===== src/rtl/capture_ctrl.sv =====
// ---------------------------------------------------------------------------
// capture_ctrl
//   Capture sequencer sitting between the trigger logic and the channel RAMs.
//   A circular sample buffer is filled with pre-trigger samples until only
//   trig_pos slots remain. The block then arms and waits for the combined
//   trigger, records trig_pos post-trigger samples and reports completion
//   together with the address of the oldest sample in the buffer.
//
// Ports
//   clk               in   system clock
//   rst_n             in   asynchronous active-low reset
//   run               in   capture enable level; low aborts back to IDLE
//   wrt_smpl          in   sample strobe, at most one RAM write per cycle
//   trig              in   combined trigger (registered upstream)
//   trig_pos[LOG2]    in   number of post-trigger samples to record
//   we                out  write enable to all channel RAMs (combinational)
//   waddr[LOG2]       out  write address to all channel RAMs
//   set_armed         out  1-cycle pulse on the write that completes the fill
//   armed             out  high while ARMED or POST
//   set_capture_done  out  1-cycle pulse in the cycle that enters DONE
//   capture_done      out  high while DONE
//   addr_ptr[LOG2]    out  oldest-sample address, latched on DONE entry
// ---------------------------------------------------------------------------
module capture_ctrl #(
  parameter int ENTRIES = 384,
  parameter int LOG2    = 9
) (
  input  logic            clk,
  input  logic            rst_n,
  input  logic            run,
  input  logic            wrt_smpl,
  input  logic            trig,
  input  logic [LOG2-1:0] trig_pos,
  output logic            we,
  output logic [LOG2-1:0] waddr,
  output logic            set_armed,
  output logic            armed,
  output logic            set_capture_done,
  output logic            capture_done,
  output logic [LOG2-1:0] addr_ptr
);

  localparam logic [2:0] IDLE  = 3'd0;
  localparam logic [2:0] FILL  = 3'd1;
  localparam logic [2:0] ARMED = 3'd2;
  localparam logic [2:0] POST  = 3'd3;
  localparam logic [2:0] DONE  = 3'd4;

  localparam logic [LOG2-1:0] LAST_ADDR = LOG2'(ENTRIES - 1);
  localparam logic [LOG2-1:0] ONE_ADDR  = LOG2'(1);
  localparam logic [LOG2:0]   DEPTH     = (LOG2 + 1)'(ENTRIES);
  localparam logic [LOG2:0]   ONE_CNT   = (LOG2 + 1)'(1);

  logic [2:0]      state;
  logic [2:0]      state_nxt;
  logic [LOG2:0]   pre_cnt;
  logic [LOG2:0]   post_cnt;
  logic [LOG2:0]   pre_inc;
  logic [LOG2:0]   tp_ext;
  logic [LOG2:0]   fill_target;
  logic [LOG2-1:0] tp_q;
  logic [LOG2-1:0] tp_clamped;
  logic [LOG2-1:0] waddr_inc;

  // The counters carry one extra bit so that a full-depth fill (tp_q = 0)
  // can be compared against ENTRIES without wrapping.
  assign tp_ext      = {1'b0, tp_q};
  assign pre_inc     = pre_cnt + ONE_CNT;
  assign fill_target = DEPTH - tp_ext;

  // At most ENTRIES-1 post-trigger samples, so at least one pre-trigger
  // sample is always kept in the buffer.
  assign tp_clamped = (trig_pos > LAST_ADDR) ? LAST_ADDR : trig_pos;

  assign waddr_inc = (waddr == LAST_ADDR) ? '0 : waddr + ONE_ADDR;

  assign armed        = (state == ARMED) || (state == POST);
  assign capture_done = (state == DONE);

  // Next state and Mealy outputs. Dropping run gates the write and the
  // done pulse in the same cycle, so an abort never looks like a capture.
  always_comb begin
    state_nxt        = state;
    we               = 1'b0;
    set_armed        = 1'b0;
    set_capture_done = 1'b0;
    case (state)
      IDLE: begin
        if (run) state_nxt = FILL;
      end
      FILL: begin
        if (!run) begin
          state_nxt = IDLE;
        end else begin
          we = wrt_smpl;
          if (wrt_smpl && (pre_inc == fill_target)) begin
            state_nxt = ARMED;
            set_armed = 1'b1;
          end
        end
      end
      ARMED: begin
        if (!run) begin
          state_nxt = IDLE;
        end else begin
          we = wrt_smpl;
          if (trig) state_nxt = POST;
        end
      end
      POST: begin
        if (!run) begin
          state_nxt = IDLE;
        end else if (post_cnt == tp_ext) begin
          state_nxt        = DONE;
          set_capture_done = 1'b1;
        end else begin
          we = wrt_smpl;
        end
      end
      DONE: begin
        if (!run) state_nxt = IDLE;
      end
      default: state_nxt = IDLE;
    endcase
  end

  always_ff @(posedge clk or negedge rst_n) begin
    if (!rst_n) begin
      state <= IDLE;
    end else begin
      state <= state_nxt;
    end
  end

  // trig_pos is sampled once per run; later changes wait for the next run.
  always_ff @(posedge clk or negedge rst_n) begin
    if (!rst_n) begin
      waddr    <= '0;
      pre_cnt  <= '0;
      tp_q     <= '0;
    end else if ((state == IDLE) && run) begin
      waddr    <= '0;
      pre_cnt  <= '0;
      tp_q     <= tp_clamped;
    end else begin
      if (we) waddr <= waddr_inc;
      if ((state == FILL) && we) pre_cnt <= pre_inc;
    end
  end

  always_ff @(posedge clk or negedge rst_n) begin
    if (!rst_n) begin
      post_cnt <= '0;
    end else if ((state == IDLE) && run) begin
      post_cnt <= '0;
    end else if ((state == ARMED) && run && trig) begin
      post_cnt <= '0;
    end else if ((state == POST) && we) begin
      post_cnt <= post_cnt + ONE_CNT;
    end
  end

  // Once the buffer has been filled, the next address to be written is the
  // oldest sample, which is where readout has to start.
  always_ff @(posedge clk or negedge rst_n) begin
    if (!rst_n) begin
      addr_ptr <= '0;
    end else if (set_capture_done) begin
      addr_ptr <= waddr;
    end
  end

endmodule


===== config.mk =====
export PLATFORM = sky130hd
export DESIGN_NAME = capture_ctrl
export DESIGN_NICKNAME = d
export VERILOG_FILES = /design/src/rtl/capture_ctrl.sv
export SDC_FILE = /design/constraint.sdc
export NUM_CORES = 1
export LEC_CHECK = 0
export CAP_MARGIN = 20
export CORE_MARGIN = 2
export CORE_UTILIZATION = 40
export CTS_CLUSTER_DIAMETER = 120
export DETAILED_ROUTE_END_ITERATION = 12
export GPL_TIMING_DRIVEN = 1
export SYNTH_ARGS = -nofsm -noshare
export SYNTH_HDL_FRONTEND = slang
export SYNTH_SLANG_ARGS = --single-unit

===== constraint.sdc =====
create_clock -name clk -period 3 [get_ports clk]
set_clock_uncertainty 0.15 [all_clocks]
set_input_delay 0.75 -clock clk [delete_from_list [all_inputs] [get_ports clk]]
set_output_delay 0.75 -clock clk [all_outputs]
set_load 0.005 [all_outputs]

Yosys cells after proc, flatten, opt, wreduce, memory -nomap -nowiden. Cells that the tools add are included.

Flip-flop bits (word level): 50. Input port bits: 14. Output and inout port bits: 23. Logic and storage cells: 64.

Add/subtract/negate cells: 4. Order comparisons: 1. Equal/unequal tests: 12. Muxes and demuxes: 28. Reductions and logical operators: 13.

Operator list (count): $mux 10 (5); $mux 9 (4); $mux 3 (8); $add 10x1->10 const B (2); $pmux 3 s5 (1); $eq 10x10->1 (1); $eq 10x9->1 (1); $sub 9x9->10 const A (1); $add 9x1->9 const B (1); $eq 9x9->1 const B (1); $gt 9x9->1 const B (1); $mux 1 (9); $ne 3x3->1 const B (3); $eq 3x2->1 const B (2); $logic_and 1x1->1 (6); $reduce_and 5->1 (1); $ne 2x2->1 const B (2); $reduce_bool 2->1 (2); $eq 3x1->1 const B (1); $eq 3x3->1 const B (1); $logic_not 3->1 (1); $reduce_bool 3->1 (1); $pmux 1 s2 (1); $reduce_or 2->1 (1); $logic_or 1x1->1 (1).

Depth between registers and ports, before layout.
Depth in word-level cells: 8. Mapped depth: 8. Depth with buffers taken out: 8.

Least setup slack after synthesis. Ideal clock, no wire load.

Kind: reg2out. Start: reg tp_q[2]. End: out set_armed. Arrival time: 1776 ps. Data required time: 2100 ps. Path slack: 324 ps. Cell stages (with the launch flop): 8. Path buffers: 1. Cell sequence: dfrtp_1 buf_2 nor4_2 nand2_1 xnor3_1 nor3b_1 nand3_1 nor2_1.

Longest elaborated chain between the ends: 6.

RTL lines: start: declaration (line 61) `logic [LOG2-1:0] tp_q;`; start signal: assignment (line 144) `tp_q <= tp_clamped;`; $sub 9x9->10 (line 69) `assign fill_target = DEPTH - tp_ext;`; $eq 10x10->1 (line 96) `if (wrt_smpl && (pre_inc == fill_target)) begin`; $logic_and 1x1->1 (line 96); $mux 1 (line 96); $mux 1 (line 92) `if (!run) begin`; $mux 1 (line 87) `case (state)`; end: declaration (line 36) `output logic set_armed,`.

Every way passes these cells.

Worst setup path after layout.
Start: reg pre_cnt[1]. End: out set_armed.

Longest elaborated chain between the ends: 6.

RTL lines: start: declaration (line 56) `logic [LOG2:0] pre_cnt;`; start signal: assignment (line 147) `if ((state == FILL) && we) pre_cnt <= pre_inc;`; $add 10x1->10 (line 68) `assign pre_inc = pre_cnt + ONE_CNT;`; $eq 10x10->1 (line 96); $logic_and 1x1->1 (line 96); $mux 1 (line 96); $mux 1 (line 92); $mux 1 (line 87).

Every way passes these cells.

==> key figures <==
Status
  – Outcome: finished, violations left
  – Failing checks: negative setup slack

Placed design
  – Post-detail-place hpwl: 5230 µm
  – Buffers on Ports: 36
  – Post-DP Area: 3700 µm²
  – Global placement routability congestion: between 0.8 and 0.9

Finish
  – Reg area: roughly 1300 µm²
  – Area of the multi-input gates: approximately 1700 µm²
  – Nets: between 400 and 500
  – Layout area overhead: 35.7%
  – Layout fillers: 660
  – Most common cell after layout, fill and taps aside: buf_4
  – Fin area: between 3000 and 4000 µm²
  – Most frequent cells in the layout: buf_4 (52), dfrtp_1 (50), nand2_1 (35)
  – Layout cells sized above 1: 0.228
  – # diodes: 0

Job
  – Maxcap violations: 0

CTS
  – Worst-skew pair later-pin latency: approximately 0.30 ns
  – Root Buffer: clkbuf_8
  – Worst-path clk slew: approximately 0.09 ns
  – H-tree levels: 2
  – CTS Hold Buffers Added: 0
  – CTS buffer count: 5
  – Sink Count: 50
  – TritonCTS clock tree: yes
  – CTS max path bufs: 2

Logic synthesis
  – Number of enable flip-flop cells after synthesis: 0
  – Post-synthesis register bit count: 50
  – Mean area per synthesized cell: slightly below 10 µm²
  – Sequential share of the synthesized area: 0.431
  – Share of the synthesized area in the top cell type: 0.431
  – Syn_nets: 320
  – Mapped Area: between 2000 and 3000 µm²
  – Main synth FF type: dfrtp_1
  – Yosys warns: 0
  – Synth Instances: ~300
  – Asr flop ratio synth: 1.00
  – Biggest area consumer among synthesized cells: dfrtp_1
  – Yosys cell types: 54
  – Synth top area cells: dfrtp_1 (43%), xnor2_1 (7.2%), nand2_1 (4.5%)

Worst setup path
  – Slowest CP cell: dfrtp_1
  – Worst-path cell chain: buf_6 > nand4_4 > buf_4 > nor2_1 > xnor3_1 > and4b_1 > nand3_2 > nor2_2 > buf_2
  – FF-to-FF End: addr_ptr[4]$_DFFE_PN0P_
  – RR Startpoint: tp_q[2]$_DFFE_PN0P_
  – FF-to-FF path depth: 8
  – Worst EP arrival: 2.15 ns
  – CP max stage delay: between 0.4 and 0.5 ns
  – CP top delay family: simple AND/OR/NAND/NOR gates
  – Critical Path Source Type: register
  – Critical Path End Type: output port
  – Crit Path Max Fanout: 3
  – Flop2flop setup slack: 0.51 ns
  – Setup Crit Path Kind: register to output port
  – CP bufs+invs: 3
  – Critical Path RT: around 2.1 ns

Route
  – Via count: 2483
  – DRT Pass-1 Iters: 6
  – DRC: 0
  – Post-route ant nets: 0
  – WL final: between 7000 and 8000 µm
  – Drt wl/cell: around 14 µm
  – Avg Vias per Cell: between 5 and 6
  – Initial DRC count: between 100 and 150

Global routing
  – Global-route met3 utilization: 0.0360
  – Antenna violations before repair: 0
  – Met2 global-route usage: 0.283
  – GR peak layer: met2
  – First-pass GRT wire length: about 11000 µm
  – Largest net degree at the start of global routing: 19
  – Total track usage: 0.188
  – GR Util met1: 0.273
  – Number of global-route vias before repair: about 2300
  – Global route overflow: 0

Floorplan
  – Die area: around 8000 µm²
  – Core ar.: 7140 µm²
  – # rows: 31
  – Ports: 37
  – Initial core utilization: 0.407
  – Die H: slightly below 90 µm
  – Die width: about 90 µm

STA
  – Worst rel slew slack: 0.735
  – Post-route setup slack: -0.0528 ns
  – Maximum clock frequency: roughly 330 MHz
  – Period utilization: 1.02
  – Slew Viols, Final: 0
  – RSZ-0062 raised after global routing: true
  – Final setup viols: 2
  – Hold slack: slightly above 0.2 ns
  – Final Hold Viols: 0
  – Final worst path period need: just over 3 ns
  – Transition time of the tightest slew-check pin: roughly 0.40 ns

Min path
  – Hold WC Path Type: input port to async pin

Power and ir drop
  – Pwr per Cell Area: 377 nW/µm²
  – Overall power: 1.49 mW
  – Leak Pwr: around 1.8 nW
  – Max VDD drop: between 0.15 and 0.2 mV
[Yosys cell counts (2+ instances only)]
master,number
mux2_1,11
clkbuf_1,7
nor3b_1,4
nor3_1,8
buf_4,2
inv_1,8
nand3b_1,2
ha_1,4
and2_1,5
o41ai_1,2
or3_1,4
buf_2,2
nand4_1,6
o21ai_0,24
and3_1,2
a21oi_1,7
xor2_1,4
xnor2_1,24
a21o_1,2
nand2_1,35
o22ai_1,2
nand3_1,17
and4_1,2
a311oi_1,2
a22o_1,2
dfrtp_1,50
nand2b_1,3
nor2b_1,7
xnor3_1,3
nor2_1,23
nor4_4,2
mux2i_1,4
[per-layer routing]
| layer | wire (µm) | up-vias |
|---|---|---|
| met1 | 3380 | 1159 |
| li1 | - | 1248 |
| met5 | 0 | - |
| met3 | 279 | 8 |
| met4 | 77 | 0 |
| met2 | 3270 | 68 |
[logic make-up (layout without fill, tap and decap cells)]
logic type | after synthesis | in the layout | synth area share
flip-flops | 50 | 50 | 0.431
multiplexers | 15 | 15 | 0.0564
adder cells (fa/ha/maj) | 4 | 4 | 0.0172
AND/OR/NAND/NOR | 127 | 127 | 0.237
XOR/XNOR | 31 | 31 | 0.108
AO/OA/AOI/OAI | 55 | 55 | 0.121
buffers and inverters | 20 | 109 | 0.0293
[flip-flops by register name, summed over array words and instances, names as in the netlist]
register	flops
addr_ptr	9
post_cnt	10
pre_cnt	10
state	3
tp_q	9
waddr	9
[worst reg2reg max path, stage by stage (launching register included)]
cell and delay (ns):
dfrtp_1 0.43, buf_6 0.15, xor2_2 0.14, a211o_1 0.26, nor4_4 0.33, buf_4 0.16, and4_4 0.23, buf_4 0.19
mux2_1 0.34
[worst max path at each step]
| stage | start | end | slack (ns) | depth (start not counted) |
|---|---|---|---|---|
| floorplan | tp_q[2]$_DFFE_PN0P_ | set_armed | 0.32 | 7 |
| global placement | wrt_smpl | set_armed | -0.31 | 6 |
| detailed placement | wrt_smpl | set_armed | -0.33 | 6 |
| CTS | pre_cnt[1]$_DFFE_PN0P_ | set_armed | -0.09 | 8 |
| global route | pre_cnt[1]$_DFFE_PN0P_ | set_armed | -0.17 | 8 |
| finish | pre_cnt[1]$_DFFE_PN0P_ | set_armed | -0.05 | 9 |
[cell type report]
class                           instances  share of cell area
Clock inverter                          1             0.00190
Sequential cell                        50               0.317
Timing Repair Buffer                   93               0.201
Clock buffer                            6              0.0184
Inverter                                9             0.00857
Tap cell                               99              0.0314
Multi-Input combinational cell        232               0.421
[per-stage QoR]
stage | cells | worst slack, ns | util | TNS (ns)
after floorplan | 302 | 0.324 | - | 0
after global placement | 475 | -0.310 | 0.519 | -0.560
after detailed placement | 475 | -0.329 | 0.519 | -0.582
after CTS | 487 | -0.0859 | 0.544 | -0.0859
after global routing | 490 | -0.167 | 0.552 | -0.235
final | 490 | -0.0528 | 0.552 | -0.0604
[report_power, final]
group          internal (mW)  switching (mW)
Clock                  0.161           0.227
Combinational          0.190           0.178
Sequential             0.700          0.0307
Total                   1.05           0.436
[what timing repair did]
action / 4_1_cts / 5_1_grt
pin swaps: 13 / 5
gates resized for setup: 23 / 12
setup buffers: 5 / 3
endpoints found under the setup margin: 3 / 2
endpoints found under the hold margin: 0 / 0
Power figures use the tool's default switching activity.
